--- config.mk ---
export PLATFORM = sky130hd
export DESIGN_NAME = flow_fifo_param
export DESIGN_NICKNAME = d
export VERILOG_FILES = /design/src/rtl/flow_fifo_param.sv
export SDC_FILE = /design/constraint.sdc
export NUM_CORES = 1
export LEC_CHECK = 0
export CORE_MARGIN = 1.5
export CORE_UTILIZATION = 55
export CTS_CLUSTER_SIZE = 25
export DETAILED_ROUTE_END_ITERATION = 8
export MAX_ROUTING_LAYER = met4
export PLACE_DENSITY = 0.8
export SYNTH_ARGS = -nofsm -noshare
export SYNTH_HDL_FRONTEND = slang
export SYNTH_SLANG_ARGS = --single-unit
--- constraint.sdc ---
create_clock -name clk -period 4 [get_ports clk]
set_input_delay 0.6 -clock clk [delete_from_list [all_inputs] [get_ports clk]]
set_output_delay 0.6 -clock clk [all_outputs]
set_load 0.03 [all_outputs]
--- src/rtl/flow_fifo_param.sv ---
// flow_fifo_param: parametrised synchronous FIFO with almost-empty/full thresholds,
// sticky overflow/underflow flags, occupancy and peak-occupancy monitor.
module flow_fifo_param #(
  parameter int DATA_W = 6,
  parameter int ADDR_W = 3
) (
  input  logic              clk,
  input  logic              reset,
  input  logic              wr_en,
  input  logic [DATA_W-1:0] wr_data,
  input  logic              rd_en,
  output logic [DATA_W-1:0] rd_data,
  output logic              rd_valid,
  input  logic [ADDR_W:0]   th_empty,
  input  logic [ADDR_W:0]   th_full,
  input  logic              err_clr,
  output logic              empty,
  output logic              full,
  output logic              almost_empty,
  output logic              almost_full,
  output logic [ADDR_W:0]   occupancy,
  output logic [ADDR_W:0]   peak,
  output logic              overflow_err,
  output logic              underflow_err
);
  localparam logic [ADDR_W:0] DEPTH_C = {1'b1, {ADDR_W{1'b0}}};
  logic [DATA_W-1:0] mem [2**ADDR_W];
  logic [ADDR_W-1:0] wr_ptr, rd_ptr;
  logic [ADDR_W:0]   count, count_nxt;
  logic              push_ok, pop_ok;
  assign empty        = count == '0;
  assign full         = count == DEPTH_C;
  assign occupancy    = count;
  assign almost_empty = count <= th_empty;
  assign almost_full  = (th_full != '0) && (count >= th_full);
  assign push_ok      = wr_en & ~full;
  assign pop_ok       = rd_en & ~empty;
  assign count_nxt    = count + (ADDR_W+1)'(push_ok) - (ADDR_W+1)'(pop_ok);
  always_ff @(posedge clk)
    if (push_ok) mem[wr_ptr] <= wr_data;
  always_ff @(posedge clk) begin
    if (!reset) begin
      wr_ptr        <= '0;
      rd_ptr        <= '0;
      count         <= '0;
      rd_data       <= '0;
      rd_valid      <= 1'b0;
      peak          <= '0;
      overflow_err  <= 1'b0;
      underflow_err <= 1'b0;
    end else begin
      if (push_ok) wr_ptr <= wr_ptr + 1'b1;
      if (pop_ok) begin
        rd_ptr  <= rd_ptr + 1'b1;
        rd_data <= mem[rd_ptr];
      end
      rd_valid      <= pop_ok;
      count         <= count_nxt;
      peak          <= err_clr ? count : (count_nxt > peak ? count_nxt : peak);
      overflow_err  <= (overflow_err & ~err_clr) | (wr_en & full);
      underflow_err <= (underflow_err & ~err_clr) | (rd_en & empty);
    end
  end
endmodule

==> flow_metrics.env <==
export IMPL_drt_first_pass_iters=4
export IMPL_layout_nets=310
export IMPL_grt_antenna_before_repair=0
export IMPL_grt_max_degree=25
export IMPL_required_ns=4.24
export IMPL_syn_nets=262
export IMPL_busiest_layer="met2"
export IMPL_timing_fmax_ghz=0.299
export IMPL_yosys_warnings=0
export IMPL_post_drt_wl_per_cell_um=17.3
export IMPL_hold_viol=0
export IMPL_power_density_mw_per_mm2=697
export IMPL_grtUsageMet3=0.0709
export IMPL_synth_distinct_cells=32
export IMPL_design_area_mm2=0.00383
export IMPL_place_congestion=0.765
export IMPL_worst_setup_path_type="reg2reg"
export IMPL_nFillCells=377
export IMPL_antenna_left=0
export IMPL_postLayoutSetupSlackWorst_ns=0.654
export IMPL_clockBufferDepth=2
export IMPL_post_route_period_util=0.837
export IMPL_r2r_start="occupancy[2]"
export IMPL_clk_latency_ns=0.35
export IMPL_dpl_cell_area_mm2=0.00361
export IMPL_cts_tree="built"
export IMPL_grt_usage=0.223
export IMPL_setup_viol_count_final=0
export IMPL_grt_pass1_wl_um=9490
export IMPL_fin_setup_tns_ns=0
export IMPL_met1_usage=0.269
export IMPL_root_buffer="clkbuf_8"
export IMPL_grt_pass1_vias=1927
export IMPL_status="finished clean"
export IMPL_use_met2=0.347
export IMPL_end_kind="register"
export IMPL_p_comb_frac=0.394
export IMPL_hpwl_um=3960
export IMPL_grt_overflow=0
export IMPL_die_area_mm2=0.00617
export IMPL_worst_pin_slew_ns=0.892
export IMPL_htreeDepth=3
export IMPL_p_seq_frac=0.370
export IMPL_hp_class="reg2reg"
export IMPL_via_count=1931
export IMPL_crit_fanout=5
export IMPL_port_buffer_count=39
export IMPL_crit_start="occupancy[2]"
export IMPL_p_clk_frac=0.236
export IMPL_drc=0
export IMPL_core_area_mm2=0.00551
export IMPL_cp_start_kind="register"
export IMPL_numCtsBuffers=9
export IMPL_p_leak_uw=0.00142
export IMPL_crit_arrival_ns=3.59
export IMPL_fp_dieW_um=78.5
export IMPL_netlist_instances=222
export IMPL_final_core_util=0.696
export IMPL_p_int_uw=1740
export IMPL_maxSlewViolCount=0
export IMPL_fin_skew_ns=0.0136
export IMPL_die_h_um=78.5
export IMPL_ctsHoldBuffers=0
export IMPL_rsz0062_at_grt="no"
export IMPL_initial_core_util=0.570
export IMPL_pre_cts_ws_ns=0.309
export IMPL_clk_pin_slew_worst_paths_ns=0.08
export IMPL_max_cap_viol_count=0
export IMPL_switching_share=0.350
export IMPL_power_switching_uw=934
export IMPL_drive_gt1_frac=0.109
export IMPL_syn_area_mm2=0.00314
export IMPL_rows=27
export IMPL_postCtsResizedCells=0
export IMPL_ir_worst_vdd_mv=0.401
export IMPL_insertedDiodeCount=0
export IMPL_slew_headroom=0.405
export IMPL_cts_num_sinks=71
export IMPL_async_flop_share=0
export IMPL_routed_via_density=5.56
export IMPL_ys_ff_latch=71
export IMPL_io_pins=40
export IMPL_synth_main_ff_cell="edfxtp_1"
export IMPL_area_growth_pct=22.2
export IMPL_min_from="wr_ptr[0]"
export IMPL_ys_seq_area_frac=0.606
export IMPL_syn_area_per_cell_um2=14.1
export IMPL_wl_um=6020
export IMPL_post_cts_setup_buffer_count=0
export IMPL_period_needed_ns=3.35
export IMPL_first_iter_violations=98
export IMPL_synth_edf_count=48
==> per-layer routing <==
layer,routed length (µm),vias to the layer above,part of all wire
met1,2640,940,0.44
met3,316,13,0.053
met5,0,-,0
met4,110,0,0.018
li1,-,920,-
met2,2950,58,0.49
==> worst paths after layout <==
kind | end | cells after the start | slack, ns
worst max-delay path | peak[1] | 15 | 0.65
worst min-delay path | wr_ptr[0] | 2 | 0.52
worst max register to register | peak[1] | 15 | 0.65
worst min register to register | wr_ptr[0] | 2 | 0.52
==> flip-flops by register name (all words and copies together) (netlist names) <==
register,count
mem,48
rd_data,6
occupancy,4
peak,4
rd_ptr,3
wr_ptr,3
overflow_err,1
rd_valid,1
underflow_err,1
==> cells in the final DEF, fill, tap and decap left out <==
| cell type | n |
|---|---|
| edfxtp_1 | 48 |
| clkdlybuf4s50_1 | 39 |
| dfxtp_1 | 23 |
| ha_1 | 20 |
| inv_1 | 18 |
| o21ai_0 | 12 |
| a21oi_1 | 11 |
| and2_1 | 10 |
| mux2i_1 | 10 |
| nor2_1 | 9 |
| mux4_2 | 9 |
| clkbuf_8 | 9 |
| nand2_1 | 8 |
| nand2b_1 | 6 |
| nor2b_1 | 4 |
| buf_4 | 4 |
| a21o_1 | 3 |
| xor2_1 | 3 |
| nor3_1 | 3 |
| mux4_1 | 3 |
| nand3_1 | 2 |
| a21boi_0 | 2 |
| a22oi_1 | 2 |
| xnor2_1 | 2 |
| bufinv_16 | 2 |
| clkinv_2 | 2 |
| a21boi_2 | 1 |
| a21boi_1 | 1 |
| nor4_1 | 1 |
| a41o_1 | 1 |
| nand4_1 | 1 |
| o21a_1 | 1 |
| a311oi_1 | 1 |
| fa_1 | 1 |
| clkinv_4 | 1 |
| clkinvlp_4 | 1 |
| inv_6 | 1 |
==> power by group through the flow <==
stage,Combinational [µW],Clock (µW),Sequential (µW)
floorplan,673,0,1060
global placement,1020,0,1010
detailed placement,1060,0,1010
CTS,1070,641,993
global route,1160,669,1000
finish,1050,629,990
==> critical path, stage by stage, from the launching register on <==
cell      delay, ns
dfxtp_1        0.46
inv_1          0.12
ha_1           0.22
a21boi_1       0.17
inv_1          0.10
ha_1           0.28
inv_1          0.04
ha_1           0.20
fa_1           0.39
xor2_1         0.20
ha_1           0.30
o21ai_0        0.07
a21oi_1        0.12
o21a_1         0.27
mux2i_1        0.22
a21oi_1        0.08
==> cells in the mapped netlist (2+ instances only) <==
cell	number	area, µm²
ha_1	20	250
nand2_1	8	30.0
clkbuf_1	2	7.51
mux4_2	9	203
mux2i_1	10	100
buf_2	3	15.0
o21ai_0	12	60.1
edfxtp_1	48	1440
and2_1	10	62.6
nor2b_1	4	25.0
mux4_1	3	78.8
nand2b_1	6	37.5
nand3_1	2	10.0
a21o_1	3	22.5
a21boi_0	2	15.0
nor3_1	3	15.0
xor2_1	3	26.3
nor2_1	9	33.8
a21oi_1	11	55.1
inv_1	18	67.6
a22oi_1	2	15.0
xnor2_1	2	17.5
dfxtp_1	23	460
==> logic make-up (layout without fill, tap and decap cells) <==
family / Yosys count / count (layout) / synth area share
AOI/OAI and AO/OA: 35 / 35 / 0.0678
xor gates and xnor gates: 5 / 5 / 0.0140
adders and majority gates: 21 / 21 / 0.0861
buffers and inverters: 24 / 77 / 0.0323
DFF: 71 / 71 / 0.606
muxes: 22 / 22 / 0.122
and+or+nand+nor: 44 / 44 / 0.0722
==> layout make-up <==
type                       count  area (µm²)  area share
inverter                      18        67.6      0.0176
clock inverter                 7        95.1      0.0248
tap                           72        90.1      0.0235
timing repair buffer          43         420       0.110
clock buffer                   9         124      0.0323
sequential                    71        1900       0.496
multi-input combinational    127        1130       0.296
==> metrics by stage <==
| stage | hold slack, ns | power [µW] | std cells |
|---|---|---|---|
| floorplan | 0.469 | 1730 | 222 |
| global placement | 0.501 | 2030 | 331 |
| detailed placement | 0.512 | 2060 | 331 |
| CTS | 0.522 | 2700 | 347 |
| global route | 0.571 | 2840 | 347 |
| finish | 0.517 | 2670 | 347 |
(Power assumes the default switching activity.)
